--- config.mk ---
export PLATFORM = sky130hd
export DESIGN_NAME = btn_led_ctrl
export DESIGN_NICKNAME = d
export VERILOG_FILES = /design/src/rtl/btn_led_pkg.sv /design/src/rtl/btn_debounce.sv /design/src/rtl/btn_led_ctrl.sv
export SDC_FILE = /design/constraint.sdc
export NUM_CORES = 1
export LEC_CHECK = 0
export CORE_MARGIN = 2
export CORE_UTILIZATION = 50
export CTS_CLUSTER_DIAMETER = 80
export CTS_CLUSTER_SIZE = 10
export DETAILED_ROUTE_END_ITERATION = 10
export PLACE_DENSITY = 0.67
export SLEW_MARGIN = 20
export SYNTH_ARGS = -nofsm -noshare
export SYNTH_HDL_FRONTEND = slang
export SYNTH_HIERARCHICAL = 1
export SYNTH_SLANG_ARGS = --single-unit
--- constraint.sdc ---
create_clock -name clk -period 2.4 [get_ports clk]
set_input_delay 0.72 -clock clk [delete_from_list [all_inputs] [get_ports clk]]
set_output_delay 0.72 -clock clk [all_outputs]
set_load 0.02 [all_outputs]
--- src/rtl/btn_led_pkg.sv ---
// Shared types and helpers for the button-driven LED sequencer.
package btn_led_pkg;

   // LED operating modes, stepped once per debounced button press.
   typedef enum logic [2:0] {
      OFF  = 3'd0,
      ON   = 3'd1,
      SLOW = 3'd2,
      FAST = 3'd3,
      DIM  = 3'd4
   } mode_t;

   // Mode sequence OFF -> ON -> SLOW -> FAST -> DIM -> OFF; unknown codes recover to OFF.
   function automatic mode_t next_mode(input mode_t cur);
      case (cur)
         OFF:     next_mode = ON;
         ON:      next_mode = SLOW;
         SLOW:    next_mode = FAST;
         FAST:    next_mode = DIM;
         DIM:     next_mode = OFF;
         default: next_mode = OFF;
      endcase
   endfunction

   // True for the modes that blink from the phase counter.
   function automatic logic is_blink(input mode_t cur);
      is_blink = (cur == SLOW) || (cur == FAST);
   endfunction

endpackage

--- src/rtl/btn_debounce.sv ---
// Two-flop synchroniser plus stable-count debouncer for a raw push-button.
// rise is a registered one-cycle pulse on each debounced rising edge.
module btn_debounce #(
   parameter int unsigned DEB_CYCLES = 1_000_000
) (
   input  logic clk,
   input  logic rst,
   input  logic btn_raw,
   output logic btn_db,
   output logic rise
);

   localparam int unsigned    CW       = (DEB_CYCLES > 2) ? $clog2(DEB_CYCLES) : 1;
   localparam logic [CW-1:0]  CNT_LAST = CW'(DEB_CYCLES - 1);

   logic          sync_1;
   logic          btn_s;
   logic          btn_db_q;
   logic [CW-1:0] cnt;

   // Bring the asynchronous button into the clk domain.
   always_ff @(posedge clk or posedge rst) begin
      if (rst) begin
         sync_1 <= 1'b0;
         btn_s  <= 1'b0;
      end else begin
         sync_1 <= btn_raw;
         btn_s  <= sync_1;
      end
   end

   // Count consecutive cycles of disagreement; accept the new level only after DEB_CYCLES of them.
   always_ff @(posedge clk or posedge rst) begin
      if (rst) begin
         cnt    <= '0;
         btn_db <= 1'b0;
      end else if (btn_s == btn_db) begin
         cnt <= '0;
      end else if (cnt == CNT_LAST) begin
         btn_db <= btn_s;
         cnt    <= '0;
      end else begin
         cnt <= cnt + CW'(1);
      end
   end

   // Registered rising-edge detect of the debounced level; releases produce nothing.
   always_ff @(posedge clk or posedge rst) begin
      if (rst) begin
         btn_db_q <= 1'b0;
         rise     <= 1'b0;
      end else begin
         btn_db_q <= btn_db;
         rise     <= btn_db & ~btn_db_q;
      end
   end

endmodule

--- src/rtl/btn_led_ctrl.sv ---
// Board-level LED sequencer: debounced button steps a mode FSM that selects
// off, on, slow blink, fast blink or PWM-dimmed drive for led0_b.
module btn_led_ctrl
   import btn_led_pkg::*;
#(
   parameter int unsigned DEB_CYCLES = 1_000_000,
   parameter int unsigned SLOW_HALF  = 50_000_000,
   parameter int unsigned FAST_HALF  = 12_500_000,
   parameter int unsigned PWM_W      = 8,
   parameter int unsigned DIM_DUTY   = 32
) (
   input  logic       clk,
   input  logic       rst,
   input  logic       btn_0,
   output logic       led0_b,
   output logic [2:0] mode,
   output logic       press
);

   localparam int unsigned   HALF_MAX  = (SLOW_HALF > FAST_HALF) ? SLOW_HALF : FAST_HALF;
   localparam int unsigned   BW        = (HALF_MAX > 2) ? $clog2(HALF_MAX) : 1;
   localparam logic [BW-1:0] SLOW_LAST = BW'(SLOW_HALF - 1);
   localparam logic [BW-1:0] FAST_LAST = BW'(FAST_HALF - 1);
   // One bit wider than the counter so DIM_DUTY = 2**PWM_W gives a constant-on LED.
   localparam logic [PWM_W:0] DUTY     = (PWM_W + 1)'(DIM_DUTY);

   mode_t            mode_q;
   logic             press_i;
   logic             btn_db;
   logic [BW-1:0]    blink_cnt;
   logic [BW-1:0]    blink_last;
   logic             phase;
   logic [PWM_W-1:0] pwm_cnt;
   logic             pwm_on;
   logic             led_nxt;

   btn_debounce #(
      .DEB_CYCLES (DEB_CYCLES)
   ) u_debounce (
      .clk     (clk),
      .rst     (rst),
      .btn_raw (btn_0),
      .btn_db  (btn_db),
      .rise    (press_i)
   );

   // A press pulse is only ever issued while the debounced level is high.
   assert property (@(posedge clk) disable iff (rst) press_i |-> btn_db);

   // Mode FSM: every press advances exactly one step, wrapping DIM back to OFF.
   always_ff @(posedge clk or posedge rst) begin
      if (rst) begin
         mode_q <= OFF;
      end else if (press_i) begin
         mode_q <= next_mode(mode_q);
      end
   end

   // Pick the half-period terminal count for the current blink rate.
   always_comb begin
      blink_last = FAST_LAST;
      if (mode_q == SLOW) begin
         blink_last = SLOW_LAST;
      end
   end

   // Blink phase: restart lit on every mode change, toggle each half-period while blinking.
   always_ff @(posedge clk or posedge rst) begin
      if (rst) begin
         blink_cnt <= '0;
         phase     <= 1'b1;
      end else if (press_i) begin
         blink_cnt <= '0;
         phase     <= 1'b1;
      end else if (is_blink(mode_q)) begin
         if (blink_cnt == blink_last) begin
            blink_cnt <= '0;
            phase     <= ~phase;
         end else begin
            blink_cnt <= blink_cnt + BW'(1);
         end
      end else begin
         blink_cnt <= '0;
      end
   end

   // Free-running PWM counter, independent of mode.
   always_ff @(posedge clk or posedge rst) begin
      if (rst) begin
         pwm_cnt <= '0;
      end else begin
         pwm_cnt <= pwm_cnt + PWM_W'(1);
      end
   end

   assign pwm_on = ({1'b0, pwm_cnt} < DUTY);

   // Select the LED level for the current mode.
   always_comb begin
      led_nxt = 1'b0;
      case (mode_q)
         OFF:        led_nxt = 1'b0;
         ON:         led_nxt = 1'b1;
         SLOW, FAST: led_nxt = phase;
         DIM:        led_nxt = pwm_on;
         default:    led_nxt = 1'b0;
      endcase
   end

   // Register the LED drive so the pin is glitch-free.
   always_ff @(posedge clk or posedge rst) begin
      if (rst) begin
         led0_b <= 1'b0;
      end else begin
         led0_b <= led_nxt;
      end
   end

   assign mode  = mode_q;
   assign press = press_i;

endmodule
After elaboration in Yosys (flattened, before gate mapping)
Cells that the tools add are included.
- bits in registers: 64
- bits of input ports: 3
- output and inout port bits: 5
- add/subtract/negate cells: 3
- order comparisons: 1
- equal/unequal tests: 7
- mux-type cells: 11
- bitwise operators: 4
- reduce and logical (&&, ||, !) cells: 7
- operators with widths (cell ; number):
    $mux 26 ; 4
    $mux 20 ; 2
    $add 26x1->26 const B ; 1
    $eq 26x26->1 ; 1
    $add 20x1->20 const B ; 1
    $eq 20x20->1 const B ; 1
    $pmux 3 s4 ; 1
    $add 8x1->8 const B ; 1
    $lt 8x6->1 const B ; 1
    $eq 3x2->1 const B ; 2
    $reduce_and 2->1 ; 2
    $reduce_bool 2->1 ; 2
    $eq 3x1->1 const B ; 1
    $eq 3x3->1 const B ; 1
    $logic_not 3->1 ; 1
    $mux 1 ; 3
    $not 1->1 ; 3
    $pmux 1 s3 ; 1
    $reduce_or 2->1 ; 1
    $and 1x1->1 ; 1
    $eq 1x1->1 ; 1
    $logic_or 1x1->1 ; 1

Logic depth before layout (Yosys ltp)
Gate-level depths: netlist (run 1).
- depth in word-level cells: 6
- depth in mapped cells: 6
- depth with buffers taken out: 5

Cells and area by module
Netlist (run 1), hierarchy kept.
- modules (own cells, without submodules) (module ; times used ; cells an instance ; area an instance (um^2) ; sequential area each (um^2)):
    btn_led_ctrl ; 1 ; 197 ; 2093.3 ; 977.2
    btn_debounce ; 1 ; 111 ; 1206.2 ; 625.6

Least setup slack after synthesis (run 1)
Ideal clock, no wire load.
- path kind: register to register
- start point: register blink_cnt[10]
- end point: register blink_cnt[2]
- library setup time: 142 ps
- data arrival time: 2029 ps
- required time: 2258 ps
- slack: 228 ps
- cell stages (with the launch flop): 6
- path buffers: 1
- clock period less this slack: 2172 ps
- cells stage by stage: dfrtp_1 or4b_1 or4_4 a211oi_4 buf_6 nor3_2
- longest elaborated chain between the ends: 4
- RTL lines (element ; RTL line ; RTL):
    from (decl) ; btn_led_ctrl.sv:30 ; logic [BW-1:0] blink_cnt;
    from (signal assigned) ; btn_led_ctrl.sv:80 ; blink_cnt <= blink_cnt + BW'(1);
    $eq 26x26->1 ; btn_led_ctrl.sv:76 ; if (blink_cnt == blink_last) begin
    $mux 26 ; btn_led_ctrl.sv:76 ;
    $mux 26 ; btn_led_ctrl.sv:75 ; end else if (is_blink(mode_q)) begin
    $mux 26 ; btn_led_ctrl.sv:72 ; end else if (press_i) begin
Every way passes these cells.
A chain may end at the register's enable or synchronous reset.

Final worst setup path (run 1)
- start point: register blink_cnt[1]
- end point: register blink_cnt[20]
- longest elaborated chain between the ends: 4
- elaborated cells on any way between the ends: 5
- classes of those cells: add/sub (1); eq/ne (1); mux (3)
- RTL lines (element ; RTL line):
    $add 26x1->26 or $eq 26x26->1 (tied branches) ; btn_led_ctrl.sv:80, btn_led_ctrl.sv:76
    $mux 26 (*) ; btn_led_ctrl.sv:76
    $mux 26 (*) ; btn_led_ctrl.sv:75
    $mux 26 (*) ; btn_led_ctrl.sv:72
Every way passes the cells marked *; elsewhere a longest branch is shown, timed or not.

==> results of run 1 <==
-- synth_stat cells (4+ instances only) --
cell type,n,area [sq um]
a21oi_1,7,35.03
dfrtp_1,63,1577
nor2_1,24,90.09
buf_6,4,45.04
nand4_1,11,68.82
xnor2_1,22,192.7
or4_1,7,52.55
or3_1,8,50.05
a211oi_2,8,100.1
inv_1,9,33.78
nand3_1,17,85.08
o31ai_1,6,45.04
clkbuf_1,4,15.01
xor2_1,11,96.34
nor3_1,16,80.08
nand2_1,18,67.56
o21ai_0,9,45.04
nor4_1,6,37.54
-- power by group --
| group | total, mW | switching, mW | internal (mW) | leakage (nW) |
|---|---|---|---|---|
| combinational | 0.0467 | 0.0313 | 0.0154 | 0.472 |
| sequential | 1.09 | 0.00455 | 1.08 | 0.869 |
| clock | 0.900 | 0.398 | 0.502 | 0.106 |
| total | 2.04 | 0.434 | 1.60 | 1.45 |
-- registers in the layout (all words and copies together), names as in the netlist, 3 cells and up --
signal and count:
pwm_cnt 8, blink_cnt 26, mode 3, u_debounce/cnt 20
-- how the worst min path moves through the flow --
stage / cells past startpoint / startpoint / to
after CTS: 0 / u_debounce/sync_1$_DFF_PP0_ / u_debounce/btn_s$_DFF_PP0_
after global placement: 0 / u_debounce/sync_1$_DFF_PP0_ / u_debounce/btn_s$_DFF_PP0_
after global routing: 0 / u_debounce/sync_1$_DFF_PP0_ / u_debounce/btn_s$_DFF_PP0_
after detailed placement: 0 / u_debounce/sync_1$_DFF_PP0_ / u_debounce/btn_s$_DFF_PP0_
final: 0 / u_debounce/sync_1$_DFF_PP0_ / u_debounce/btn_s$_DFF_PP0_
after floorplan: 0 / u_debounce/sync_1$_DFF_PP0_ / u_debounce/btn_s$_DFF_PP0_
-- kinds of logic (layout without fill, tap and decap cells) --
family / count (synthesis) / in the layout
mux: 5 / 5
buf+inv: 21 / 45
flops: 64 / 64
fa+ha+maj: 3 / 3
simple gates: 143 / 143
compound gates: 39 / 39
xor+xnor: 33 / 33
-- metrics by stage --
| stage | hold WS, ns | setup WS (ns) | utilization [%] | instances | cell area, sq um |
|---|---|---|---|---|---|
| 6_report | 0.3619 | 0.1748 | 58.36 | 409 | 3706 |
| 5_1_grt | 0.3703 | 0.03321 | 58.36 | 409 | 3706 |
| 4_1_cts | 0.3647 | 0.1677 | 58.36 | 409 | 3706 |
| 3_5_place_dp | 0.3380 | 0.1833 | 55.27 | 393 | 3510 |
| 3_3_place_gp | 0.3331 | 0.2279 | 55.27 | 393 | 3510 |
| 2_1_floorplan | 0.3312 | 0.2283 | - | 308 | 3299 |
-- area by class of cell --
cell class	count	area, sq um
clock buffers	10	137.6
clock inverters	6	58.81
fillers	518	2644
inverters	9	33.78
multi-input cells	223	1584
flip-flops and latches	64	1603
well taps	77	96.34
repair buffers	20	192.7
-- metal layers --
layer / up-vias / track usage, % / routed length (um)
met5: - / 0 / 0
met4: 0 / 7.215 / 126
met3: 12 / 4.961 / 211
met2: 43 / 31.25 / 3053
met1: 1163 / 23.27 / 2627
li1: 1163 / - / -
-- cell usage in the layout (no fill, tap or decap), drive strengths merged, types with 9 or more instances in the layout --
master,instances
a211oi,12
buf,13
clkbuf,10
dfrtp,63
inv,9
nand2,18
nand3,19
nand4,13
nor2,24
nor3,19
o21ai,9
or3,9
or4,9
xnor2,22
xor2,11
==> results.yml, run 1 <==
placement:
  place_congestion: 0.8062
  port_buffers: 7
  dp_hpwl_um: 4155
sta:
  hold_viol: 0
  fmax_mhz: 449.4
  finalCritPeriodShare_pct: 92.72
  tightest_slew_ns: 0.6444
  slew_headroom_pct: 57.04
  finalMaxSlewViolations: 0
  setup_violations: 0
  finalClockSkew_ns: 0.006107
  tns_ns: 0
  period_minus_slack_ns: 2.225
  rsz0062_at_grt: "false"
setup_path:
  crit_path_end_kind: "flip-flop"
  worst-r2r-setup-slack_ns: 0.17
  critical_path.top_delay_family: "simple AND/OR/NAND/NOR gates"
  cp_data_required_time_ns: 2.65
  cp_slowest_cell: "or4_1"
  crit_path_start: "blink_cnt[1]$_DFF_PP0_"
  cp_cell_sequence: "ha_1 > nand4_4 > or4_1 > buf_4 > or3_1 > a211oi_2"
  crit_fanout: 6
  r2r-start: "blink_cnt[1]$_DFF_PP0_"
  critPathBufInv: 1
  critPathCapture: "blink_cnt[20]$_DFF_PP0_"
  cpPeakStageDelay_ns: 0.62
  worstSetupPathType: "flip-flop to flip-flop"
  arrival_ns: 2.48
  path_depth: 6
  startpoint_type: "flip-flop"
  timing.rr.end: "blink_cnt[20]$_DFF_PP0_"
  r2r_cells: 6
cts:
  clk_latency_ns: 0.34
  cts.htree.levels: 3
  post_cts_buffers: 0
  cts_root_buffer: "clkbuf_8"
  cts_tree: "yes"
  cts_resized: 0
  clkSinkCount: 64
  hold_buffers: 0
  numCtsBuffers: 9
  path_clk_slew_ns: 0.07
  clockBufferDepth: 2
finish:
  antenna-diode-count: 0
  flow.area_growth_from_synthesis_pct: 12.32
  drive_gt1_share_pct: 18.67
  fin_nets: 333
synth:
  ys_ff_latch: 64
  synth_edf_count: 0
  synthSimpleGateAreaFrac_pct: 26.43
  synth.distinct_cells: 53
  synth.cell_area_sq_mm: 0.003299
  synth_top_family_by_area: "simple AND/OR/NAND/NOR gates"
  syn_area_per_cell_sq_um: 10.71
  synthArstFlopShare_pct: 100.0
  synth_mux_area_share_pct: 1.593
  yosys_warnings: 6
  synth_seq_area_share_pct: 48.58
  synth_adder_area_share_pct: 1.138
  synth_compound_area_share_pct: 10.09
  synth_xor_area_share_pct: 8.760
  syn-num-nets: 314
  netlist_instances: 308
  synth-main-ff-cell: "dfrtp_1"
route:
  vias_per_cell: 5.822
  drt.antenna.violating_nets: 0
  drtIter0Drc: 157
  wirelength_um: 6019
  drc: 0
  drt_pass1_iterations: 4
  vias: 2381
  routedWlPerCell_um: 14.72
die:
  chipHeight_um: 85.24
  start_util_pct: 51.96
  die_area_sq_mm: 0.007265
  rows: 29
  ioPinCount: 8
  coreArea_sq_mm: 0.006350
  dieWidth_um: 85.24
global_route:
  overflow: 0
  grt_start_max_net_pins: 40
  grt_pass1_wl_um: 10860
  grt_use_total_pct: 18.72
  antenna_found_initial: 0
  grt_pass1_vias: 2340
pwr:
  fin_total_pwr_mw: 2.035
  power_density_mw_per_mm2: 549.2
  ir_drop_mv: 0.5952
  p_leak_nw: 1.447
min_path:
  hp-class: "flip-flop to flip-flop"
run:
  cap_violations: 0
outcome:
  outcome: "completed"
(Power assumes the default switching activity.)
==> run 2: changes to the inputs <==
--- a/config.mk
+++ b/config.mk
@@ -11,7 +11,6 @@
 export CTS_CLUSTER_SIZE = 10
 export DETAILED_ROUTE_END_ITERATION = 10
 export PLACE_DENSITY = 0.67
-export SLEW_MARGIN = 20
 export SYNTH_ARGS = -nofsm -noshare
 export SYNTH_HDL_FRONTEND = slang
 export SYNTH_HIERARCHICAL = 1
==> results of run 2 <==
The final DEF is identical to that of run 1; final timing and power are the same.
